===== src/rtl/snoop_response_gen_pkg.sv =====
// Shared types for the LLC snoop path: bus ops, MESI states and snoop results.
// Also used by the put-snoop-result reporter.
package snoop_response_gen_pkg;

   localparam int unsigned ADDRESS_SIZE_DEF = 32;
   localparam int unsigned INDEX_BITS_DEF   = 14;
   localparam int unsigned OFFSET_BITS_DEF  = 6;

   typedef enum logic [1:0] {
      BUS_READ       = 2'b00,
      BUS_WRITE      = 2'b01,
      BUS_INVALIDATE = 2'b10,
      BUS_RWIM       = 2'b11
   } bus_op_t;

   typedef enum logic [1:0] {
      MESI_I = 2'b00,
      MESI_S = 2'b01,
      MESI_E = 2'b10,
      MESI_M = 2'b11
   } mesi_t;

   typedef enum logic [1:0] {
      SNP_HIT   = 2'b00,
      SNP_HITM  = 2'b01,
      SNP_NOHIT = 2'b10
   } snoop_result_t;

   function automatic logic [31:0] sat_inc(input logic [31:0] v);
      return (v == 32'hFFFF_FFFF) ? v : v + 32'd1;
   endfunction

endpackage


===== src/rtl/snoop_response_gen_resolve.sv =====
// Combinational snoop resolution: maps {op, hit, mesi} to result, new state,
// write-back and protocol-error flags.
module snoop_resolve
   import snoop_response_gen_pkg::*;
(
   input  logic       hit,
   input  logic [1:0] op,
   input  logic [1:0] mesi,
   output logic [1:0] result,
   output logic [1:0] new_mesi,
   output logic       wr,
   output logic       wb,
   output logic       err
);

   logic valid_hit;

   always_comb begin
      valid_hit = hit && (mesi != MESI_I);
      result    = SNP_NOHIT;
      new_mesi  = mesi;
      wb        = 1'b0;
      err       = 1'b0;
      if (valid_hit) begin
         case (op)
            BUS_READ: begin
               new_mesi = MESI_S;
               result   = (mesi == MESI_M) ? SNP_HITM : SNP_HIT;
               wb       = (mesi == MESI_M);
            end
            BUS_INVALIDATE: begin
               // A plain invalidate is only legal against a Shared copy.
               if (mesi == MESI_S) begin
                  new_mesi = MESI_I;
                  result   = SNP_HIT;
               end else begin
                  err = 1'b1;
               end
            end
            BUS_RWIM: begin
               new_mesi = MESI_I;
               result   = (mesi == MESI_M) ? SNP_HITM : SNP_HIT;
               wb       = (mesi == MESI_M);
            end
            default: ;
         endcase
      end
      wr = valid_hit && (new_mesi != mesi);
   end

endmodule


===== src/rtl/snoop_response_gen.sv =====
// Snoop response generator: tag lookup, MESI downgrade and result handoff.
// Optional SNOOP_STATS_EN adds saturating snoop/result counters.
module snoop_response_gen
   import snoop_response_gen_pkg::*;
#(
   parameter int unsigned ADDRESS_SIZE = ADDRESS_SIZE_DEF,
   parameter int unsigned INDEX_BITS   = INDEX_BITS_DEF,
   parameter int unsigned OFFSET_BITS  = OFFSET_BITS_DEF,
   parameter int unsigned WAYS         = 16,
   parameter int unsigned LOOKUP_LAT   = 1,
   localparam int unsigned WayW        = $clog2(WAYS)
) (
   input  logic                    clk,
   input  logic                    rst_n,
   input  logic                    snp_valid,
   output logic                    snp_ready,
   input  logic [1:0]              snp_op,
   input  logic [ADDRESS_SIZE-1:0] snp_addr,
   output logic                    tag_rd_en,
   output logic [ADDRESS_SIZE-1:0] tag_rd_addr,
   input  logic                    tag_hit,
   input  logic [WayW-1:0]         tag_way,
   input  logic [1:0]              tag_mesi,
   output logic                    tag_wr_en,
   output logic [WayW-1:0]         tag_wr_way,
   output logic [1:0]              tag_wr_mesi,
   output logic                    wb_req,
   output logic                    res_valid,
   input  logic                    res_ready,
   output logic [ADDRESS_SIZE-1:0] res_addr,
   output logic [1:0]              res_result,
   output logic                    proto_err
`ifdef SNOOP_STATS_EN
   ,
   output logic [31:0]             snoop_reads,
   output logic [31:0]             snoop_rwims,
   output logic [31:0]             snoop_invals,
   output logic [31:0]             hit_cnt,
   output logic [31:0]             hitm_cnt,
   output logic [31:0]             nohit_cnt
`endif
);

   localparam logic [1:0] ST_IDLE    = 2'd0;
   localparam logic [1:0] ST_LOOKUP  = 2'd1;
   localparam logic [1:0] ST_RESOLVE = 2'd2;
   localparam logic [1:0] ST_REPORT  = 2'd3;

   localparam int unsigned TagLsb = INDEX_BITS + OFFSET_BITS;

   logic [1:0]              state;
   logic [1:0]              op_q;
   logic [ADDRESS_SIZE-1:0] addr_q;
   logic [1:0]              lat_cnt;
   logic                    res_valid_q;
   logic [ADDRESS_SIZE-1:0] res_addr_q;
   logic [1:0]              res_result_q;
   logic                    proto_err_q;

   logic [1:0] rs_result;
   logic [1:0] rs_new_mesi;
   logic       rs_wr;
   logic       rs_wb;
   logic       rs_err;

   // Tag data is live during RESOLVE, LOOKUP_LAT cycles after the strobe.
   snoop_resolve u_resolve (
      .hit      (tag_hit),
      .op       (op_q),
      .mesi     (tag_mesi),
      .result   (rs_result),
      .new_mesi (rs_new_mesi),
      .wr       (rs_wr),
      .wb       (rs_wb),
      .err      (rs_err)
   );

   always_ff @(posedge clk) begin
      if (!rst_n) begin
         state        <= ST_IDLE;
         op_q         <= BUS_READ;
         addr_q       <= '0;
         lat_cnt      <= 2'd0;
         res_valid_q  <= 1'b0;
         res_addr_q   <= '0;
         res_result_q <= SNP_NOHIT;
         proto_err_q  <= 1'b0;
      end else begin
         case (state)
            ST_IDLE: begin
               if (snp_valid) begin
                  op_q    <= snp_op;
                  addr_q  <= snp_addr;
                  lat_cnt <= 2'd0;
                  state   <= (snp_op == BUS_WRITE) ? ST_RESOLVE : ST_LOOKUP;
               end
            end
            ST_LOOKUP: begin
               if (lat_cnt == 2'(LOOKUP_LAT - 1)) begin
                  state <= ST_RESOLVE;
               end else begin
                  lat_cnt <= lat_cnt + 2'd1;
               end
            end
            ST_RESOLVE: begin
               res_addr_q   <= addr_q;
               res_result_q <= rs_result;
               res_valid_q  <= 1'b1;
               if (rs_err) begin
                  proto_err_q <= 1'b1;
               end
               state <= ST_REPORT;
            end
            default: begin
               if (res_ready) begin
                  res_valid_q <= 1'b0;
                  state       <= ST_IDLE;
               end
            end
         endcase
      end
   end

   // Strobes are gated by rst_n so a reset during RESOLVE issues nothing.
   always_comb begin
      snp_ready   = (state == ST_IDLE);
      tag_rd_en   = rst_n && (state == ST_LOOKUP) && (lat_cnt == 2'd0);
      tag_rd_addr = {addr_q[ADDRESS_SIZE-1:TagLsb], addr_q[TagLsb-1:OFFSET_BITS],
                     {OFFSET_BITS{1'b0}}};
      tag_wr_en   = rst_n && (state == ST_RESOLVE) && rs_wr;
      tag_wr_way  = tag_way;
      tag_wr_mesi = rs_new_mesi;
      wb_req      = rst_n && (state == ST_RESOLVE) && rs_wb;
      res_valid   = res_valid_q;
      res_addr    = res_addr_q;
      res_result  = res_result_q;
      proto_err   = proto_err_q;
   end

`ifdef SNOOP_STATS_EN
   logic resolving;
   assign resolving = (state == ST_RESOLVE);

   always_ff @(posedge clk) begin
      if (!rst_n) begin
         snoop_reads  <= '0;
         snoop_rwims  <= '0;
         snoop_invals <= '0;
         hit_cnt      <= '0;
         hitm_cnt     <= '0;
         nohit_cnt    <= '0;
      end else if (resolving) begin
         if (op_q == BUS_READ)           snoop_reads  <= sat_inc(snoop_reads);
         if (op_q == BUS_RWIM)           snoop_rwims  <= sat_inc(snoop_rwims);
         if (op_q == BUS_INVALIDATE)     snoop_invals <= sat_inc(snoop_invals);
         if (rs_result == SNP_HIT)       hit_cnt      <= sat_inc(hit_cnt);
         if (rs_result == SNP_HITM)      hitm_cnt     <= sat_inc(hitm_cnt);
         if (rs_result == SNP_NOHIT)     nohit_cnt    <= sat_inc(nohit_cnt);
      end
   end
`endif

endmodule


===== config.mk =====
export PLATFORM = sky130hd
export DESIGN_NAME = snoop_response_gen
export DESIGN_NICKNAME = d
export VERILOG_FILES = /design/src/rtl/snoop_response_gen_pkg.sv /design/src/rtl/snoop_response_gen_resolve.sv /design/src/rtl/snoop_response_gen.sv
export SDC_FILE = /design/constraint.sdc
export NUM_CORES = 1
export LEC_CHECK = 0
export CAP_MARGIN = 20
export CORE_MARGIN = 2
export CORE_UTILIZATION = 35
export DETAILED_ROUTE_END_ITERATION = 6
export PLACE_DENSITY_LB_ADDON = 0.15
export SETUP_SLACK_MARGIN = 0.4
export SLEW_MARGIN = 40
export SYNTH_ARGS = -nofsm -noshare
export SYNTH_HDL_FRONTEND = slang
export SYNTH_SLANG_ARGS = --single-unit

===== constraint.sdc =====
create_clock -name clk -period 2.8 [get_ports clk]
set_clock_uncertainty 0.15 [all_clocks]
set_input_delay 0.28 -clock clk [delete_from_list [all_inputs] [get_ports clk]]
set_output_delay 0.28 -clock clk [all_outputs]
set_load 0.02 [all_outputs]

; Word level (Yosys, flattened, before mapping)
; Index checks and enable logic that the tools add are counted.
[word_totals]
reg_bits = 74
in_bits = 45
out_inout_bits = 78
elab_cells = 64
[op_classes]
add_sub_neg = 1
n_eq_ne = 11
n_mux = 22
bitwise = 1
n_reduce_logical = 21
[op_table]
columns = operator, n
row1 = two-way mux 2 bit, 10
row2 = case mux 2 bit (3 select lines), 2
row3 = equality test 2 bit (second input constant), 4
row4 = case mux 2 bit (2 select lines), 2
row5 = logical AND 1 bit, 7
row6 = two-way mux 1 bit, 7
row7 = equality test 2 x 1 -> 1 bit (second input constant), 3
row8 = zero test 2 bit, 3
row9 = AND reduction 2 bit, 3
row10 = AND reduction 3 bit, 2
row11 = nonzero test 2 bit, 3
row12 = inequality test 2 bit (second input constant), 2
row13 = nonzero test 4 bit, 1
row14 = OR reduction 2 bit, 2
row15 = adder 2 x 1 -> 2 bit (second input constant), 1
row16 = inequality test 2 x 1 -> 1 bit (second input constant), 1
row17 = inequality test 2 bit, 1
row18 = case mux 1 bit (2 select lines), 1
row19 = NOT 1 bit, 1

; Depth between registers and ports, before layout
[depth]
ltp_word = 7
mapped_depth = 8
depth_no_buf = 6

; By module
; A second synthesis with hierarchy kept.
[hier_totals]
hier_cells = 367
hier_area_um2 = 3201.8
[modules_own_cells]
columns = mod, instances, cells_per_inst, area_per_inst_um2, seq_area_each_um2
row1 = snoop_response_gen, 1, 346, 3056.7, 1481.4
row2 = snoop_resolve, 1, 21, 145.1, 0.0

; Worst setup path after synthesis
; Ideal clock, no wire load.
[synth_timing]
kind = register -> output
start = register state[0]
end = output port tag_wr_en
arrival_time_ns = 1.696
required_ns = 2.370
slack_ns = 0.674
stages_incl_launch_ff = 8
path_buffers = 3
path_cell_list = dfxtp_1 inv_1 ha_1 clkbuf_1 buf_2 buf_2 nand3_1 nor3_1
[synth_via]
elab_chain_len = 3
[synth_lines]
columns = item, line_no
row1 = start: declaration, snoop_response_gen.sv:51  ; logic [1:0] state;
row2 = start signal: assignment, snoop_response_gen.sv:95  ; state <= (snp_op == BUS_WRITE) ? ST_RESOLVE : ST_LOOKUP;
row3 = equality test 2 bit, snoop_response_gen.sv:130  ; tag_wr_en = rst_n && (state == ST_RESOLVE) && rs_wr;
row4 = logical AND 1 bit (2 in a row), snoop_response_gen.sv:130
row5 = end: declaration, snoop_response_gen.sv:24  ; output logic tag_wr_en,
; No other way between the ends.

; Final worst setup path
[layout_timing]
start = register state[1]
end = output port snp_ready
[layout_via]
elab_chain_len = 1
[layout_lines]
columns = item, line_no
row1 = zero test 2 bit, snoop_response_gen.sv:126  ; snp_ready = (state == ST_IDLE);
row2 = end: declaration, snoop_response_gen.sv:16  ; output logic snp_ready,
; No other way between the ends.

==> out/qor.yml <==
floorplan:
  io_pins: 123
  start_util: 0.3600
  fp-row-count: 34
  die-width_um: 98.48
  die-height_um: 98.48
  core_area_um2: 8678
  die-area_um2: 9698
timing:
  maxSlewViolCount: 0
  clock.fmax_mhz: 453.3
  fin_crit_sh: 0.7878
  min_period_ps: 2206
  hold_viol_final: 0
  rsz0062_at_grt: "no"
  setup_viol: 0
  relSlewSlack: 0.5715
  tightest_slew_ps: 642.7
  setup_tns_ps: 0
global_routing:
  grt_use_met1: 0.1779
  grt_overflow: 0
  grt_max_degree: 39
  antenna_found_initial: 0
  met2_usage: 0.2397
  first_global_vias: 2440
  busiest_layer: "met2"
  met3_usage: 0.05177
  grt_usage: 0.1472
  grt_first_pass_wirelength_mm: 11.53
route:
  drt-total-wl_mm: 7.160
  wl_per_cell_um: 12.99
  ant_nets: 0
  first_pass_iters: 4
  vias: 2516
  route.detailed.drc: 0
  vias_per_cell: 4.566
  drtIter0Drc: 60
final_layout:
  nets: 491
  n_antenna_cell: 0
  num-fill-cells: 865
  area_growth_pct: 36.36
  design_area_um2: 4260
  layout-drive-gt1-share: 0.05643
  final_common_cell: "clkdlybuf4s50_1"
  mostFrequentLayoutCells: "clkdlybuf4s50_1 (104), nand2_1 (76), dfxtp_1 (74), nor2_1 (40), a21oi_1 (38)"
job:
  max-cap-violations: 0
logic_synthesis:
  yosysTopAreaCellShare: 0.4742
  ys_seq_area_frac: 0.4742
  syn_area_um2: 3124
  synth_cells: 364
  avgSynthCellArea_um2: 8.583
  synthDistinctLibCells: 29
  synth_seq_cells: 74
  yosys_warnings: 0
  synth_area_leader_cell: "dfxtp_1"
  synthTopCellsByArea: "dfxtp_1 (47%), mux2i_1 (11%), nand2_1 (9.1%), buf_4 (8.7%), a21oi_1 (6.1%)"
clock_tree:
  clock_latency_ps: 340
  cts_root_buf: "clkbuf_8"
  clock-sinks: 74
  htree_levels: 3
  path_clk_slew_ps: 70
  cts_buffer_depth: 2
  cts_made_buffers: 9
  tritoncts: "done"
  postCtsSetupRepairBufs: 0
placed_design:
  placed_area_um2: 4056
  portBuffers: 108
  place_congestion: 0.8614
  dp_hpwl_mm: 4.786
setup_path:
  ff2ff_setup_slack_ps: 660
  crit_family: "buffers and inverters"
  crit_arrival_ps: 1780
  crit_buf_inv: 2
  cpPeakStageDelay_ps: 670
  crit_path_end_kind: "output pin"
  required_ps: 2370
  reg2reg_from: "state[0]$_SDFFE_PN0P_"
  critPathLaunchType: "flop"
  reg2reg_depth: 6
  r2r-end: "state[0]$_SDFFE_PN0P_"
  path_max_fanout: 8
  cp_slowest_cell: "clkdlybuf4s50_1"
  critPathKind: "flop to output pin"
  path_cells: "inv_1 -> ha_1 -> clkdlybuf4s50_1"
hold_path:
  hold_path_end: "addr_q[0]$_SDFFE_PN0P_"
  min_path_type: "flop to flop"
  min_from: "addr_q[0]$_SDFFE_PN0P_"
  hold_depth: 2
power:
  p_leak_nw: 1.620
  powerDensity_nw_per_um2: 751.5
  p_total_w: 0.003202
  ir_drop_mv: 0.3996
outcome:
  status: "finished, final reports clean"
flip-flops by register name, summed over array words and instances, names as in the netlist:
signal / count
addr_q: 32
lat_cnt: 2
op_q: 2
proto_err: 1
res_addr: 32
res_result: 2
res_valid: 1
state: 2
final cells by class:
type                       instances  area (µm²)  area share
sequential                        74        1481      0.3477
multi-input combinational        228        1275      0.2993
inverter                          11       41.29    0.009692
tap                              108       135.1     0.03172
timing repair buffer             114        1132      0.2658
clock buffer                      10       127.6     0.02996
clock inverter                     6       67.56     0.01586
cell families after synthesis:
kind of cell / share of synthesized area
muxes: 0.1057
DFF: 0.4742
buffers and inverters: 0.1254
other: 0.001200
and+or+nand+nor: 0.1674
AOI/OAI and AO/OA: 0.09412
adders and majority gates: 0.03204
worst min-delay path, cell delays in order (launching register included):
cell and delay [ps]:
dfxtp_1 310, nand2_1 50, a21oi_1 50
power by group:
part           leakage, nW  switching (W)  internal (W)
registers            0.602      0.0000837       0.00118
logic                0.926       0.000637      0.000496
clock network       0.0925       0.000396      0.000413
how the worst max path moves through the flow:
stage | to | depth (start not counted) | from
finish | snp_ready | 3 | state[1]$_SDFFE_PN0P_
global route | tag_wr_en | 7 | op_q[0]$_SDFFE_PN0P_
floorplan | tag_wr_en | 7 | state[0]$_SDFFE_PN0P_
detailed placement | tag_wr_mesi[0] | 5 | tag_hit
global placement | tag_wr_mesi[0] | 5 | tag_hit
CTS | tag_wr_mesi[0] | 6 | op_q[1]$_SDFFE_PN0P_
layer usage:
| layer | wire [µm] | vias to the layer above |
|---|---|---|
| li1 | - | 1292 |
| met1 | 3161 | 1142 |
| met2 | 3359 | 74 |
| met3 | 537 | 8 |
| met4 | 102 | 0 |
| met5 | 0 | - |
synth_stat cells:
cell       count
nand2_1       76
dfxtp_1       74
nor2_1        40
a21oi_1       38
buf_4         36
mux2i_1       33
clkbuf_1      16
inv_1         10
ha_1           8
buf_2          4
a22oi_1        3
nor3_1         3
o21ai_0        3
and2_1         2
nand3_1        2
nor2b_1        2
o32ai_1        2
a211o_1        1
a21boi_0       1
a41oi_1        1
and3_1         1
conb_1         1
inv_2          1
nand3b_1       1
nor2b_4        1
o2111ai_1      1
o22ai_1        1
o41ai_1        1
or4b_1         1
repair_timing:
item	CTS	global route
pin swaps	0	0
gates cloned	0	0
gates resized for setup	2	3
endpoints found under the setup margin	2	3
hold buffers	0	0
through the flow:
step / hold slack (ps) / utilization / cells / setup WS (ps)
6_report: 309.4 / 0.4909 / 551 / 594.1
5_1_grt: 328.9 / 0.4909 / 551 / 436.4
4_1_cts: 304.4 / 0.4901 / 551 / 310.0
3_5_place_dp: 300.7 / 0.4674 / 535 / 396.9
3_3_place_gp: 293.0 / 0.4674 / 535 / 456.8
2_1_floorplan: 191.9 / - / 369 / 674.5
No activity file was read; power rests on OpenSTA's default activity.
